**src/rtl/imem_program_loader_pkg.sv**
```systemverilog
// Shared types and sizes for the instruction-memory program loader.
package imem_program_loader_pkg;

    typedef enum logic [2:0] {
        S_IDLE,
        S_LEN0,
        S_LEN1,
        S_DATA,
        S_WRITE,
        S_DONE,
        S_ERR
    } state_t;

    localparam int IMEM_BYTES = 1024;
    localparam int WORD_BYTES = 4;
    localparam int LEN_BYTES  = 2;

endpackage

```
**src/rtl/imem_program_loader_byte_to_word_packer.sv**
```systemverilog
// Packs a little-endian byte stream into 32-bit words; byte 0 lands in [7:0].
module imem_program_loader_byte_to_word_packer (
    input  logic        clk,
    input  logic        rst,
    input  logic        clear,
    input  logic        push,
    input  logic [7:0]  in_data,
    output logic [31:0] word,
    output logic        word_full
);
    logic [1:0]  r_idx;
    logic [31:0] r_word;

    always_ff @(posedge clk) begin
        if (rst) begin
            r_idx  <= 2'd0;
            r_word <= 32'd0;
        end else if (clear) begin
            r_idx <= 2'd0;
        end else if (push) begin
            r_word[{r_idx, 3'b000} +: 8] <= in_data;
            r_idx                         <= r_idx + 2'd1;
        end
    end

    assign word      = r_word;
    assign word_full = push && (r_idx == 2'd3);

endmodule

```
**src/rtl/imem_program_loader.sv**
```systemverilog
// Receives a length-prefixed program image over a byte stream and writes it
// word by word into instruction memory, holding the core in reset until done.
module imem_program_loader
    import imem_program_loader_pkg::*;
#(
    parameter int ADDR_W    = 10,
    parameter int MAX_WORDS = IMEM_BYTES / WORD_BYTES,
    parameter int BASE_ADDR = 0
) (
    input  logic              clk,
    input  logic              rst,
    input  logic              start,
    input  logic [7:0]        in_data,
    input  logic              in_valid,
    output logic              in_ready,
    output logic              imem_we,
    output logic [ADDR_W-1:0] imem_addr,
    output logic [31:0]       imem_wd,
    output logic              cpu_hold,
    output logic              done,
    output logic              error
);
    localparam int LEN_W = 8 * LEN_BYTES;
    localparam logic [ADDR_W-1:0] ADDR_BASE = ADDR_W'(BASE_ADDR);
    localparam logic [ADDR_W-1:0] ADDR_STEP = ADDR_W'(WORD_BYTES);
    localparam logic [LEN_W-1:0]  LEN_MAX   = LEN_W'(MAX_WORDS);

    state_t             r_state;
    logic               r_in_ready;
    logic               r_imem_we;
    logic [ADDR_W-1:0]  r_addr;
    logic               r_cpu_hold;
    logic               r_done;
    logic               r_error;
    logic [LEN_W-1:0]   r_len;
    logic [LEN_W-1:0]   r_count;

    logic               w_xfer;
    logic               w_word_full;
    logic [LEN_W-1:0]   w_len_full;
    logic [LEN_W-1:0]   w_count_next;

    assign w_xfer       = in_valid && r_in_ready;
    assign w_len_full   = {in_data, r_len[7:0]};
    assign w_count_next = r_count + LEN_W'(1);

    imem_program_loader_byte_to_word_packer u_packer (
        .clk       (clk),
        .rst       (rst),
        .clear     ((r_state == S_LEN1) && w_xfer),
        .push      ((r_state == S_DATA) && w_xfer),
        .in_data   (in_data),
        .word      (imem_wd),
        .word_full (w_word_full)
    );

    // NOTE: every output is a register, so each one is set on the edge that
    // enters a state rather than decoded from r_state afterwards.
    always_ff @(posedge clk) begin
        if (rst) begin
            r_state    <= S_IDLE;
            r_in_ready <= 1'b0;
            r_imem_we  <= 1'b0;
            r_addr     <= ADDR_BASE;
            r_cpu_hold <= 1'b1;
            r_done     <= 1'b0;
            r_error    <= 1'b0;
            r_len      <= '0;
            r_count    <= '0;
        end else begin
            r_imem_we <= 1'b0;
            case (r_state)
                S_IDLE, S_DONE, S_ERR: begin
                    if (start) begin
                        r_state    <= S_LEN0;
                        r_in_ready <= 1'b1;
                        r_addr     <= ADDR_BASE;
                        r_cpu_hold <= 1'b1;
                        r_done     <= 1'b0;
                        r_error    <= 1'b0;
                        r_count    <= '0;
                    end
                end
                S_LEN0: begin
                    if (w_xfer) begin
                        r_len[7:0] <= in_data;
                        r_state    <= S_LEN1;
                    end
                end
                S_LEN1: begin
                    if (w_xfer) begin
                        r_len   <= w_len_full;
                        r_count <= '0;
                        if (w_len_full == '0) begin
                            r_state    <= S_DONE;
                            r_in_ready <= 1'b0;
                            r_cpu_hold <= 1'b0;
                            r_done     <= 1'b1;
                        end else if (w_len_full > LEN_MAX) begin
                            r_state    <= S_ERR;
                            r_in_ready <= 1'b0;
                            r_error    <= 1'b1;
                        end else begin
                            r_state <= S_DATA;
                        end
                    end
                end
                S_DATA: begin
                    if (w_word_full) begin
                        r_state    <= S_WRITE;
                        r_in_ready <= 1'b0;
                        r_imem_we  <= 1'b1;
                    end
                end
                S_WRITE: begin
                    r_addr  <= r_addr + ADDR_STEP;
                    r_count <= w_count_next;
                    if (w_count_next == r_len) begin
                        r_state    <= S_DONE;
                        r_cpu_hold <= 1'b0;
                        r_done     <= 1'b1;
                    end else begin
                        r_state    <= S_DATA;
                        r_in_ready <= 1'b1;
                    end
                end
                default: r_state <= S_IDLE;
            endcase
        end
    end

    assign in_ready  = r_in_ready;
    assign imem_we   = r_imem_we;
    assign imem_addr = r_addr;
    assign cpu_hold  = r_cpu_hold;
    assign done      = r_done;
    assign error     = r_error;

endmodule
```
**config.mk**
```make
export PLATFORM = sky130hd
export DESIGN_NAME = imem_program_loader
export DESIGN_NICKNAME = d
export VERILOG_FILES = /design/src/rtl/imem_program_loader_pkg.sv /design/src/rtl/imem_program_loader_byte_to_word_packer.sv /design/src/rtl/imem_program_loader.sv
export SDC_FILE = /design/constraint.sdc
export NUM_CORES = 1
export LEC_CHECK = 0
export CELL_PAD_IN_SITES_DETAIL_PLACEMENT = 1
export CELL_PAD_IN_SITES_GLOBAL_PLACEMENT = 1
export CORE_UTILIZATION = 41
export DETAILED_ROUTE_END_ITERATION = 8
export GPL_ROUTABILITY_DRIVEN = 1
export HOLD_SLACK_MARGIN = 0.05
export PLACE_DENSITY_LB_ADDON = 0.12
export SLEW_MARGIN = 20
export SYNTH_ARGS = -nofsm -noshare
export SYNTH_HDL_FRONTEND = slang
export SYNTH_HIERARCHICAL = 1
export SYNTH_SLANG_ARGS = --single-unit
```
**constraint.sdc**
```tcl
create_clock -name clk -period 2.8 [get_ports clk]
set_input_delay 0.56 -clock clk [delete_from_list [all_inputs] [get_ports clk]]
set_output_delay 0.56 -clock clk [all_outputs]
set_load 0.05 [all_outputs]
```
==> results of run 1 <==
==> registers in the layout (all words and copies together), names as in the netlist <==
register        count
r_len              16
error               1
done                1
imem_we             1
u_packer/word      32
r_count            16
u_packer/r_idx      2
cpu_hold            1
imem_addr           8
in_ready            1
r_state             3
==> power breakdown <==
part / switching, mW / internal [mW]
Combinational: 0.564 / 0.310
Clock: 0.475 / 0.420
Sequential: 0.0519 / 1.22
Total: 1.09 / 1.95
==> final cells by class <==
type,instances,share of cell area (%)
inverters,7,0.5059
flip-flops and latches,82,31.61
well taps,133,3.204
multi-input cells,382,46.98
repair buffers,78,13.88
clock inverters,6,1.445
clock buffers,9,2.385
==> kinds of logic (layout without fill, tap and decap cells) <==
kind of cell / Yosys count / in the layout / synth area share, %
buffers and inverters: 37 / 100 / 4.798
XOR/XNOR: 26 / 26 / 5.534
other: 1 / 2 / 0.08823
multiplexers: 17 / 17 / 4.003
adder cells (fa/ha/maj): 7 / 7 / 2.061
flip-flops: 82 / 82 / 38.62
AO/OA/AOI/OAI: 124 / 124 / 19.25
AND/OR/NAND/NOR: 206 / 206 / 25.64
==> worst max-delay path, delay by kind of cell (launching register included) <==
family	cells	cell delay (ps)
buffers and inverters	1	140
AOI/OAI and AO/OA	3	860
and+or+nand+nor	3	750
adders and majority gates	1	200
DFF	1	450
xor gates and xnor gates	1	140
==> timing repair <==
| action | 4_1_cts | 5_1_grt |
|---|---|---|
| resized for setup | 0 | 3 |
| endpoints found under the hold margin | 0 | 0 |
| setup endpoints to repair | 0 | 1 |
==> worst min-delay path by stage <==
stage / start / end / cells after the start / slack [ps]
after global routing: u_packer/word[30] / u_packer/word[30] / 2 / 490
final: u_packer/word[29] / u_packer/word[29] / 2 / 460
after global placement: u_packer/word[30] / u_packer/word[30] / 2 / 440
after floorplan: r_count[15] / r_count[15] / 1 / 470
after detailed placement: u_packer/word[31] / u_packer/word[31] / 2 / 450
after CTS: u_packer/word[29] / u_packer/word[29] / 2 / 460
==> synthesized netlist by cell type (7+ instances only) <==
cell type / instances
dfxtp_1: 82
nor2_1: 64
a21oi_1: 49
nand2_1: 39
nand3_1: 28
o21ai_0: 19
clkbuf_1: 17
mux2i_1: 17
xnor2_1: 14
xor2_1: 11
a22o_1: 9
nor3_1: 9
a32oi_1: 8
buf_4: 7
ha_1: 7
==> cells in the final DEF, fill, tap and decap left out, drive strengths merged, types with 3 or more instances in the layout <==
| cell | count |
|---|---|
| nor4 | 9 |
| o21ai | 19 |
| a21oi | 49 |
| a31oi | 6 |
| nor2b | 6 |
| ha | 7 |
| inv | 9 |
| o31ai | 3 |
| nand3 | 29 |
| and3 | 6 |
| xor2 | 11 |
| buf | 23 |
| mux2i | 17 |
| or3 | 7 |
| nor3 | 9 |
| nand4 | 4 |
| nor2 | 64 |
| nand3b | 6 |
| and2 | 7 |
| nand2 | 39 |
| a22o | 9 |
| clkbuf | 9 |
| dfxtp | 82 |
| a311oi | 5 |
| xnor2 | 15 |
| nor3b | 6 |
| a32oi | 8 |
| nand2b | 4 |
| a211oi | 5 |
| clkdlybuf4s50 | 55 |
==> routing by layer <==
layer	up-vias	GRT usage [%]
met1	1966	33.02
met5	-	0
li1	1923	-
met3	19	4.594
met2	71	37.81
met4	0	7.347
==> metrics by stage <==
stage / hold WS, ps / instance area [um^2]
floorplan: 469.3 / 4254
global placement: 444.7 / 4969
detailed placement: 447.8 / 4969
CTS: 463.5 / 5167
global route: 489.5 / 5194
finish: 460.9 / 5194
==> results.cfg, run 1 <==
[power]
p_per_area_mw_per_mm2 = 585.1
finalPower_mw = 3.039
max-vdd-ir-drop_mv = 0.3669
leakagePower_nw = 1.828

[global_routing]
grtUsageTotal_pct = 23.98
grt_pass1_vias = 4031
grt_overflow = 0
antenna_found_initial = 0
grt_max_degree = 46
grt_pass1_wl_um = 20590

[sta]
timing.max_slew.rel_slack_pct = 63.42
skew_ps = 20.17
rsz0062_at_grt = false
timing.final.crit_share_pct = 93.00
final_hold_viol_count = 0
drv_slew = 0
worst_slack_ps = 195.9
setup_viol = 0
max_freq_mhz = 384.0
worst_slew_pin_slew_ps = 547.0
period_needed_ps = 2604
setup_tns_ps = 0

[drt]
drc = 0
routed-wl-met2_um = 6060
viasPerCell = 5.709
routed.top_layer = met4
m1WireLength_um = 6026
vias = 3979
routed-wl-met3_um = 520
drt_pass1_iterations = 4
routed_wl_um = 12820
ant_nets = 0
wl_per_cell_um = 18.39
drtIter0Drc = 166

[synth]
synth_edf_count = 0
seq_area_frac_synth_pct = 38.62
synth_area_per_cell_um2 = 8.501
netlist_area_mm2 = 0.004250
synth_top_area_share_pct = 38.62
yosys-top-cells-area = dfxtp_1 39%, a21oi_1 5.8%, nor2_1 5.7%
yosys.area.top_type = dfxtp_1
ys_seq_elements = 82
synth_cells = 500
synth_cell_types = 67
async_flop_share_pct = 0
ys.flop_type = dfxtp_1
ys_warn_count = 6

[worst_setup_path]
crit_path_max_fanout = 7
cp-startpoint = r_count[0]
reg2reg_depth = 9
crit_chain = ha_1 > buf_4 > and3_1 > xnor2_1 > o31ai_2 > nand3_1 > a311o_1 > nor4_4 > o221a_1
r2r_slack_ps = 200
crit_end = r_state[2]
reg2reg_to = r_state[2]
crit_arrival_ps = 2910
slowest_delay_ps = 450
slowest_stage = dfxtp_1
required_ps = 3110
worstSetupStartpointType = flop
worstSetupPathType = reg2reg
r2r-start = r_count[0]
cp-end-kind = flop

[final_layout]
utilization_pct = 52.41
area_growth_pct = 22.20
fillCellCount = 1187
insertedDiodeCount = 0
multiInputGateArea_mm2 = 0.002440
drive_gt1_share_pct = 10.64
final_nets = 579
finalNonFillerCells = 697
seqCellArea_mm2 = 0.001642

[clock_network]
clock-sinks = 82
cts_hold_buffers = 0
cts_buffers = 9
clkLatencyLatePin_ps = 370
clock-root-buffer = clkbuf_8
htreeDepth = 3
clockBufferDepth = 2
cts.clk_slew.worst_paths_ps = 100
post_cts_buffers = 0
cts_tree = done

[die]
dieArea_mm2 = 0.01078
design.core.area_mm2 = 0.009910
dieHeight_um = 103.8
pin_count = 59
die_w_um = 103.8
start_util_pct = 42.89
row_count = 36

[place]
hpwlAfterDp_um = 8980
port_buffers = 56
gp_congestion = 0.8201
dpl.cell_count = 682
place_ws_ps = 198.0

[min_path]
worst_hold_path_type = reg2reg

[outcome]
status = finished clean

[job]
cap_viol_max_count = 0
No activity file was read; power rests on OpenSTA's default activity.
==> run 2, diff against run 1 <==
CAP_MARGIN = 20   (was unset)
CORE_UTILIZATION = 40   (was 41)
SYNTH_HIERARCHICAL = unset   (was 1)
==> run 2 against run 1 <==
Cell area is 0.75% lower. Synthesized area is 1.6% lower. Largest cell class unchanged. Die area grew 0.83%. Worst hold slack worse by 1.0 ps. Highest routed layer unchanged. Sequential cell count is the same. Count of clock-buffer cells in the layout increased by 3.
==> results.cfg, run 2 <==
[worst_setup_path]
required_ps = 3060
reg2reg_depth = 8
crit_path_max_fanout = 7
worstSetupPathType = reg2reg
crit_arrival_ps = 2750
worstSetupStartpointType = flop
cp-end-kind = flop

[outcome]
status = finished clean

[final_layout]
area_growth_pct = 23.28
mostFrequentLayoutCell = dfxtp_1
largest_register_ffs = 32
utilization_pct = 51.78
final_nets = 605
drive_gt1_share_pct = 9.475
insertedDiodeCount = 0
final_cell_mix = 82 x dfxtp_1, 78 x a21oi_1, 68 x nand2_1

[clock_network]
cts_tree = done
clock-root-buffer = clkbuf_8
clockBufferDepth = 2
cts_buffers = 9
cts.clk_slew.worst_paths_ps = 90
cts_hold_buffers = 0
clkLatencyLatePin_ps = 360
clock-sinks = 82
cts_resized = 0
htreeDepth = 3
post_cts_buffers = 0

[synth]
synth_commonest_cells = 82 x dfxtp_1, 78 x a21oi_1, 68 x nand2_1
synth_top_area_share_pct = 39.26
synth_area_per_cell_um2 = 7.935
synthSimpleGateAreaFrac_pct = 27.50
seq_area_frac_synth_pct = 39.26
synth_fa_ha_area_share_pct = 2.095
synth_top_family_by_area = simple AND/OR/NAND/NOR gates
yosys.area.top_type = dfxtp_1
synth_edf_count = 0
synth-compound-area-share_pct = 18.46
synth_most_common_cell = dfxtp_1
yosys.area_share.xor_xnor_pct = 5.865
async_flop_share_pct = 0
ys_warn_count = 0
synth_cells = 527
yosys-top-cells-area = dfxtp_1 39%, a21oi_1 9.3%, nand2_1 6.1%
synthMuxAreaShare_pct = 2.184
synth_cell_types = 62
netlist_area_mm2 = 0.004182
ys_seq_elements = 82
ys.flop_type = dfxtp_1

[power]
p_per_area_mw_per_mm2 = 579.5
max-vdd-ir-drop_mv = 0.2538
leakagePower_nw = 1.795

[sta]
worst_slew_pin_slew_ps = 611.9
drv_slew = 0
setup_viol = 0
period_needed_ps = 2493
skew_ps = 12.57
hold_ws_ps = 459.9
timing.max_slew.rel_slack_pct = 59.15
final_hold_viol_count = 0
setup_tns_ps = 0
timing.final.crit_share_pct = 89.03
rsz0062_at_grt = false
max_freq_mhz = 401.2
worst_slack_ps = 307.2

[die]
dieArea_mm2 = 0.01087
row_count = 36
dieHeight_um = 104.2
die_w_um = 104.2
design.core.area_mm2 = 0.009955
start_util_pct = 42.01
pin_count = 59

[min_path]
worst_hold_path_type = reg2reg
whs_path_depth = 2

[global_routing]
antenna_found_initial = 0
grt_pass1_vias = 4058
grt_pass1_wl_um = 20720
grtUsageTotal_pct = 24.08
grt_overflow = 0
grt_max_degree = 57

[drt]
ant_nets = 0
viasPerCell = 5.501
vias = 3983
wl_per_cell_um = 17.31
drc = 0
drt_pass1_iterations = 4
routed_wl_um = 12530
drtIter0Drc = 111

[job]
cap_viol_max_count = 0

[place]
hpwlAfterDp_um = 8895
place_ws_ps = 381.4
gp_congestion = 0.8164
port_buffers = 56
-- run 2: cell types whose count changed after synthesis, moves of 8 or more --
cell | before | now
a32oi_1 | 8 | 0
nand2_1 | 39 | 68
a22o_1 | 9 | 1
o21ai_0 | 19 | 28
mux2i_1 | 17 | 8
nand3_1 | 28 | 45
a21oi_1 | 49 | 78
nor2_1 | 64 | 49
-- run 2: cell families after synthesis --
kind of cell | count (synthesis)
compound gates | 137
flops | 82
mux | 9
other cells | 1
fa+ha+maj | 7
xor+xnor | 28
buf+inv | 40
simple gates | 223
-- run 2: layer usage --
layer	wire [um]	GRT usage [%]	part of all wire, %	vias to the layer above
met5	0	0	0	-
met4	143	8.265	1.1	0
met3	456	4.073	3.6	8
met2	6140	41.86	49	81
met1	5791	29.97	46	1920
li1	-	-	-	1974
-- run 2: metrics by stage --
step | instances | area, um^2 | power, mW
floorplan | 528 | 4185 | 1.789
global placement | 708 | 4936 | 2.017
detailed placement | 708 | 4936 | 2.035
CTS | 724 | 5155 | 3.009
global route | 724 | 5155 | 3.139
finish | 724 | 5155 | 2.987
-- run 2: area by class of cell --
class / instances / area, um^2
Fill cell: 1219 / 4800
Multi-Input combinational cell: 406 / 2354
Sequential cell: 82 / 1642
Timing Repair Buffer: 80 / 748.2
Tap cell: 133 / 166.4
Clock buffer: 12 / 145.1
Clock inverter: 4 / 73.82
Inverter: 7 / 26.28
-- run 2: critical path, stage by stage, from the launching register on --
cell and delay (ps):
dfxtp_1 450, ha_1 290, and3_1 340, nand3_1 180
a221oi_2 260, o2bb2ai_1 120, nor4_4 390, a21oi_1 150
o21a_1 200
-- run 2: path summary, 6_finish.rpt --
kind	startpoint	endpoint	slack, ps
worst max-delay path	r_count[0]	in_ready	310
worst min-delay path	u_packer.word[29]	u_packer.word[29]	460
worst max register to register	r_count[0]	in_ready	310
worst min register to register	u_packer.word[29]	u_packer.word[29]	460
-- run 2: where the power goes --
group	internal (mW)	switching, mW	leakage, nW
logic	0.253	0.443	1.02
clock network	0.530	0.446	0.111
registers	1.21	0.101	0.662
total	2.00	0.990	1.80
